===== src/rtl/spi_transfer_queue.sv =====
// Byte queue in front of an SPI shift engine: TX FIFO feeds the engine back-to-back,
// received bytes land in an RX FIFO. One transfer in flight at a time.
module spi_transfer_queue #(
    parameter  int DEPTH    = 4,
    localparam int PTR_BITS = $clog2(DEPTH)
) (
    input  logic                clk,
    input  logic                rst,
    input  logic                enable,
    input  logic                flush,
    input  logic                discardRx,
    input  logic                tx_valid,
    input  logic [7:0]          tx_data,
    output logic                tx_ready,
    output logic                rx_valid,
    output logic [7:0]          rx_data,
    input  logic                rx_ready,
    output logic [PTR_BITS:0]   tx_count,
    output logic [PTR_BITS:0]   rx_count,
    output logic                active,
    output logic                engine_load,
    output logic [7:0]          engine_data,
    input  logic                engine_busy,
    input  logic [7:0]          engine_rxData
);

    typedef enum logic [2:0] {
        ST_IDLE      = 3'd0,
        ST_LOAD      = 3'd1,
        ST_WAIT_BUSY = 3'd2,
        ST_WAIT_DONE = 3'd3,
        ST_CAPTURE   = 3'd4
    } state_t;

    localparam logic [PTR_BITS:0] PTR_ZERO = {(PTR_BITS+1){1'b0}};
    localparam logic [PTR_BITS:0] PTR_ONE  = {{PTR_BITS{1'b0}}, 1'b1};

    state_t             r_state;
    logic               r_engine_load;
    logic [7:0]         r_engine_data;
    logic               r_flush_pend;
    logic [PTR_BITS:0]  r_tx_wr;
    logic [PTR_BITS:0]  r_tx_rd;
    logic [PTR_BITS:0]  r_rx_wr;
    logic [PTR_BITS:0]  r_rx_rd;
    logic [7:0]         r_tx_mem [DEPTH];
    logic [7:0]         r_rx_mem [DEPTH];

    logic               w_tx_full;
    logic               w_tx_empty;
    logic               w_rx_full;
    logic               w_rx_empty;
    logic               w_tx_push;
    logic               w_tx_pop;
    logic               w_rx_push;
    logic               w_rx_pop;
    logic               w_launch;
    logic [7:0]         w_tx_head;

    assign w_tx_full  = (r_tx_wr[PTR_BITS] != r_tx_rd[PTR_BITS]) &&
                        (r_tx_wr[PTR_BITS-1:0] == r_tx_rd[PTR_BITS-1:0]);
    assign w_tx_empty = (r_tx_wr == r_tx_rd);
    assign w_rx_full  = (r_rx_wr[PTR_BITS] != r_rx_rd[PTR_BITS]) &&
                        (r_rx_wr[PTR_BITS-1:0] == r_rx_rd[PTR_BITS-1:0]);
    assign w_rx_empty = (r_rx_wr == r_rx_rd);
    assign w_tx_head  = r_tx_mem[r_tx_rd[PTR_BITS-1:0]];

    // A full TX FIFO rejects pushes even when the FSM pops in the same cycle.
    assign w_tx_push = tx_valid && !w_tx_full;
    assign w_tx_pop  = (r_state == ST_LOAD) && !w_tx_empty;
    assign w_rx_pop  = rx_ready && !w_rx_empty;
    assign w_rx_push = (r_state == ST_CAPTURE) && !discardRx && !r_flush_pend &&
                       (!w_rx_full || w_rx_pop);
    // RX space is reserved before launch so a capture can never overflow.
    assign w_launch  = enable && !w_tx_empty && (discardRx || !w_rx_full) && !flush;

    assign tx_ready    = !w_tx_full;
    assign rx_valid    = !w_rx_empty;
    assign rx_data     = w_rx_empty ? 8'h00 : r_rx_mem[r_rx_rd[PTR_BITS-1:0]];
    assign tx_count    = r_tx_wr - r_tx_rd;
    assign rx_count    = r_rx_wr - r_rx_rd;
    assign active      = (r_state != ST_IDLE) || !w_tx_empty;
    assign engine_load = r_engine_load;
    assign engine_data = r_engine_data;

    // FIFO pointer update; flush overrides any push or pop in the same cycle
    always_ff @(posedge clk) begin
        if (rst) begin
            r_tx_wr <= PTR_ZERO;
            r_tx_rd <= PTR_ZERO;
            r_rx_wr <= PTR_ZERO;
            r_rx_rd <= PTR_ZERO;
        end else if (flush) begin
            r_tx_wr <= PTR_ZERO;
            r_tx_rd <= PTR_ZERO;
            r_rx_wr <= PTR_ZERO;
            r_rx_rd <= PTR_ZERO;
        end else begin
            if (w_tx_push) r_tx_wr <= r_tx_wr + PTR_ONE;
            if (w_tx_pop)  r_tx_rd <= r_tx_rd + PTR_ONE;
            if (w_rx_push) r_rx_wr <= r_rx_wr + PTR_ONE;
            if (w_rx_pop)  r_rx_rd <= r_rx_rd + PTR_ONE;
        end
    end

    // FIFO storage writes
    always_ff @(posedge clk) begin
        if (!rst && !flush && w_tx_push) r_tx_mem[r_tx_wr[PTR_BITS-1:0]] <= tx_data;
        if (!rst && !flush && w_rx_push) r_rx_mem[r_rx_wr[PTR_BITS-1:0]] <= engine_rxData;
    end

    // Transfer sequencer with registered engine handshake
    always_ff @(posedge clk) begin
        if (rst) begin
            r_state       <= ST_IDLE;
            r_engine_load <= 1'b0;
            r_engine_data <= 8'h00;
            r_flush_pend  <= 1'b0;
        end else begin
            r_engine_load <= 1'b0;
            if (r_state == ST_CAPTURE) begin
                r_flush_pend <= 1'b0;
            end else if (flush && (r_state != ST_IDLE)) begin
                r_flush_pend <= 1'b1;
            end
            case (r_state)
                ST_IDLE: begin
                    if (w_launch) begin
                        r_state       <= ST_LOAD;
                        r_engine_load <= 1'b1;
                        r_engine_data <= w_tx_head;
                    end
                end
                ST_LOAD:      r_state <= ST_WAIT_BUSY;
                ST_WAIT_BUSY: if (engine_busy)  r_state <= ST_WAIT_DONE;
                ST_WAIT_DONE: if (!engine_busy) r_state <= ST_CAPTURE;
                ST_CAPTURE:   r_state <= ST_IDLE;
                default:      r_state <= ST_IDLE;
            endcase
        end
    end

endmodule


===== config.mk =====
export PLATFORM = sky130hd
export DESIGN_NAME = spi_transfer_queue
export DESIGN_NICKNAME = d
export VERILOG_FILES = /design/src/rtl/spi_transfer_queue.sv
export SDC_FILE = /design/constraint.sdc
export NUM_CORES = 1
export LEC_CHECK = 0
export ABC_AREA = 1
export CORE_ASPECT_RATIO = 1.1
export CORE_UTILIZATION = 59
export DETAILED_ROUTE_END_ITERATION = 10
export MAX_ROUTING_LAYER = met4
export PLACE_DENSITY = 0.95
export SETUP_SLACK_MARGIN = 0.5
export SLEW_MARGIN = 20
export SYNTH_ARGS = -nofsm -noshare
export SYNTH_HDL_FRONTEND = slang
export SYNTH_SLANG_ARGS = --single-unit

===== constraint.sdc =====
create_clock -name clk -period 5.8 [get_ports clk]
set_input_delay 0.87 -clock clk [delete_from_list [all_inputs] [get_ports clk]]
set_output_delay 0.87 -clock clk [all_outputs]
set_load 0.03 [all_outputs]

# After elaboration in Yosys (flattened, before gate mapping)
# Memory sizes are Yosys's and may differ from the RTL's. A register that Yosys moved wholly into a read port is not among the register bits.
# Cells that the tools add are included.
# word_totals
word_cells,74
input_bits,24
ff_bits,17
memories,2
output_inout_bits,26
ramBits,64
# mem_list
memory,depth,width,rd,rd_clocked_by_memory_dff,wr,line,rtl
r_rx_mem,4,8,1,1,1,47,logic [7:0] r_rx_mem [DEPTH];
r_tx_mem,4,8,1,1,1,46,logic [7:0] r_tx_mem [DEPTH];
# op_classes
reduce_logical,33
n_bitwise,1
n_mux,12
addsub,6
n_eq_ne,13
# ops
op,count
1-bit logical AND,15
3-bit by 1-bit adder with 3-bit output (second input constant),4
3-bit case mux with 4 select lines,1
3-bit two-way mux,3
1-bit logical NOT,8
8-bit two-way mux,1
3-bit by 2-bit == test with 1-bit output (second input constant),2
3-bit == test,2
2-bit != test (second input constant),3
2-bit OR reduction,3
3-bit subtractor,2
1-bit two-way mux,5
2-bit == test,2
2-bit two-way mux,2
3-bit by 1-bit == test with 1-bit output (second input constant),1
3-bit == test (second input constant),1
3-bit logical NOT,1
1-bit logical OR,3
3-bit AND reduction,1
3-bit nonzero test,1
1-bit != test,2
2-bit AND reduction,1
1-bit inverter,1

# Longest topological paths before layout
# logic_depth
ltp_word,8
mapped_depth,10

# Least setup slack after synthesis
# No wires, ideal clock.
# synth_timing
path_type,reg2out
from,reg r_rx_wr[0]
to,out rx_data[0]
slack_ns,3.097
n_path_buf,0
t_arrival_ns,1.833
path_stages_with_launch,8
required_ns,4.930
cell_sequence,dfxtp_1 > inv_1 > ha_1 > nand2_1 > inv_1 > nand3_1 > inv_1 > a21oi_1
# synth_between
elab_chain_cells,2
# synth_rtl
element,line,rtl
"start, declared",44,logic [PTR_BITS:0] r_rx_wr;
"start signal, assigned",101,if (w_rx_push) r_rx_wr <= r_rx_wr + PTR_ONE;
3-bit == test,65,assign w_rx_empty = (r_rx_wr == r_rx_rd);
8-bit two-way mux,79,assign rx_data = w_rx_empty ? 8'h00 : r_rx_mem[r_rx_rd[PTR_BITS-1:0]];
"end, declared",16,"output logic [7:0] rx_data,"
# Every way passes these cells.

# Worst setup path in the final report
# layout_timing
from,reg r_tx_rd[0]
to,out tx_count[1]
# layout_between
elab_chain_cells,1
# layout_rtl
element,line,rtl
"start, declared",43,logic [PTR_BITS:0] r_tx_rd;
"start signal, assigned",100,if (w_tx_pop) r_tx_rd <= r_tx_rd + PTR_ONE;
3-bit subtractor,80,assign tx_count = r_tx_wr - r_tx_rd;
"end, declared",18,"output logic [PTR_BITS:0] tx_count,"
# Every way passes these cells.

==> impl_metrics.ini <==
[worst_setup_path]
worstReg2RegStart = r_tx_rd[1]
rr_endpoint = r_tx_mem[2][6]
cp_slowest_stage_delay_ns = 0.72
critPathKind = flop to primary output
rrSetupSlack_ns = 3.05
endpoint_kind = primary output
critPathArrivalTime_ns = 2.57
ff2ff_path_depth = 9
path_cells = ha_1 -> fa_1 -> inv_1 -> clkdlybuf4s50_1
cp_max_fo = 19
cp-start-kind = flop
critPathRequiredTime_ns = 4.93
crit_slowest_cell = dfxtp_1

[power]
report.power.total_mw = 1.276
ir_drop_uv = 320.3
leakage_nw = 1.721
power_density_mw_per_mm2 = 272.1

[clocking]
cts_buffer_depth = 2
post-cts-setup-buffers = 0
numCtsBuffers = 9
root_buffer = clkbuf_8
cts_tree = built
clock_sinks = 91
ctsResizeCount = 0
clock_latency_ns = 0.35
cts_hold_buf = 0
cts_max_level = 3
path_clk_slew_ns = 0.09

[yosys]
syn_inst = 365
syn_avg_cell_area_um2 = 10.67
yosysSeqAreaShare_pct = 63.20
synth_top_area_cell = edfxtp_1
synth_cell_type_count = 31
synth_top_area_share_pct = 49.33
ys_ff_latch = 91
synthTopCellsByArea = edfxtp_1 49%, dfxtp_1 14%, nor2_1 6.1%, o21ai_0 5.4%, ha_1 4.5%
postSynthNetCount = 405
syn-cell-area_mm2 = 0.003896
yosysWarnings = 0

[timing]
skew_ns = 0.009649
grt_setup_unrepaired = false
worst_hold_slack_ns = 0.4698
setup_slack_ns = 2.362
finalSetupTns_ns = 0
finalSetupViolCount = 0
final_max_slew_viol_count = 0
slew_headroom_pct = 51.11
timing_hold_violations_final = 0
worstMarginPinSlew_ns = 0.7307
fmax_mhz = 290.9
fin_crit_sh_pct = 59.27
fin_crit_ns = 3.438

[floorplanning]
rows = 30
ios = 50
die_h_um = 87.23
dieArea_mm2 = 0.006933
core_area_mm2 = 0.006269
die_x_um = 79.48
initial_core_util_pct = 62.16

[job]
maxCapViolCount = 0

[global_route]
grt_start_max_net_pins = 20
grt_pass1_vias = 2787
antenna_found_initial = 0
grt_overflow = 0
grt_pass1_wl_um = 12880
track_usage_pct = 26.03

[routing]
first_pass_iters = 5
first_iter_violations = 287
vias_per_cell = 5.522
drt-total-wl_um = 8079
final_antenna_net_count = 0
vias = 2772
drc_errors = 0
routedWlPerCell_um = 16.09

[hold_path]
min_path_type = flop to flop
min_to = engine_data[1]
min_from = engine_data[1]
holdPathStages = 2

[finish]
nets = 457
syn_to_final_growth_pct = 20.36
drive_above_1_share_pct = 8.057
antenna_cells = 0
regArea_mm2 = 0.002462
multi_input_area_mm2 = 0.001234
final_cell_mix = 64 x edfxtp_1, 63 x nor2_1, 49 x clkdlybuf4s50_1
final_util_pct = 74.81
layout_commonest_cell = edfxtp_1
fillers = 377

[outcome]
status = finished, final reports clean

[placed_design]
pre_cts_ws_ns = 2.406
hpwl_um = 5844
io_buffers = 49
gp_congestion = 0.9321
-- cells in the mapped netlist --
library cell / number
nor2_1: 63
inv_1: 35
clkbuf_1: 2
nand3_1: 7
o21ai_1: 1
dfxtp_1: 27
fa_1: 2
ha_1: 14
o21ai_0: 42
nor2_2: 1
nor3_1: 4
nand2_4: 1
nor2_8: 1
xnor2_1: 1
nand4_4: 1
clkbuf_2: 1
nand2_2: 5
buf_2: 3
o22ai_1: 8
or2_1: 1
xor2_1: 1
nand3_4: 2
buf_4: 2
edfxtp_1: 64
nor3b_2: 1
clkinv_1: 1
o211ai_1: 1
nand3b_1: 1
nand2_1: 36
a21oi_1: 30
inv_2: 6
-- worst max path at each step --
stage               startpoint  slack [ns]  cells past startpoint             end
finish              r_tx_rd[0]        2.36                      4     tx_count[1]
global route        r_rx_wr[0]        2.22                      8      rx_data[7]
floorplan           r_rx_wr[0]        3.10                      7      rx_data[0]
global placement           rst        2.52                      4  r_tx_mem[3][0]
detailed placement         rst        2.41                      4  r_tx_mem[1][3]
CTS                 r_tx_rd[0]        2.39                      4     tx_count[1]
-- per-stage QoR --
| stage | cell area, um2 | cells |
|---|---|---|
| 2_1_floorplan | 3896 | 365 |
| 3_3_place_gp | 4444 | 486 |
| 3_5_place_dp | 4444 | 486 |
| 4_1_cts | 4690 | 502 |
| 5_1_grt | 4690 | 502 |
| 6_report | 4690 | 502 |
-- cells by family (layout without fill, tap and decap cells) --
logic type               after synthesis  after routing  share of synthesized area [%]
XOR/XNOR                               2              2                         0.4497
AO/OA/AOI/OAI                         82             82                          10.85
buffers and inverters                 50            107                          5.138
flip-flops                            91             91                          63.20
adder cells (fa/ha/maj)               16             16                          5.524
AND/OR/NAND/NOR                      124            124                          14.84
-- sequential cells by signal, indices dropped and copies added (netlist names), named ones only --
name and flops:
r_tx_mem 32, r_tx_wr 3, r_rx_rd 3, r_tx_rd 3
r_rx_wr 3, r_rx_mem 32, engine_load 1, r_state 3
engine_data 8, r_flush_pend 1
-- power breakdown --
part	internal [mW]	leakage (nW)	switching [mW]
sequential	0.699	0.795	0.00311
clock	0.290	0.125	0.220
combinational	0.0273	0.801	0.0374
-- worst max-delay path, delay by kind of cell (launching register included) --
family,cells,cell delay (ns)
adder cells (fa/ha/maj),2,0.75
buffers and inverters,2,0.75
flip-flops,1,0.72
-- per-layer routing --
metal | track usage [%] | up-vias | wire, um
met4 | 11.90 | 0 | 179
met2 | 47.09 | 123 | 4384
met1 | 27.89 | 1288 | 3095
met3 | 3.874 | 21 | 419
li1 | - | 1340 | -
met5 | - | - | 0
-- final cells by class --
cell class	instances	share of cell area, %
tap	80	2.134
multi-input combinational	224	26.31
clock inverter	7	2.588
timing repair buffer	49	10.46
clock buffer	9	2.641
inverter	42	3.362
sequential	91	52.51
Power figures use the tool's default switching activity.
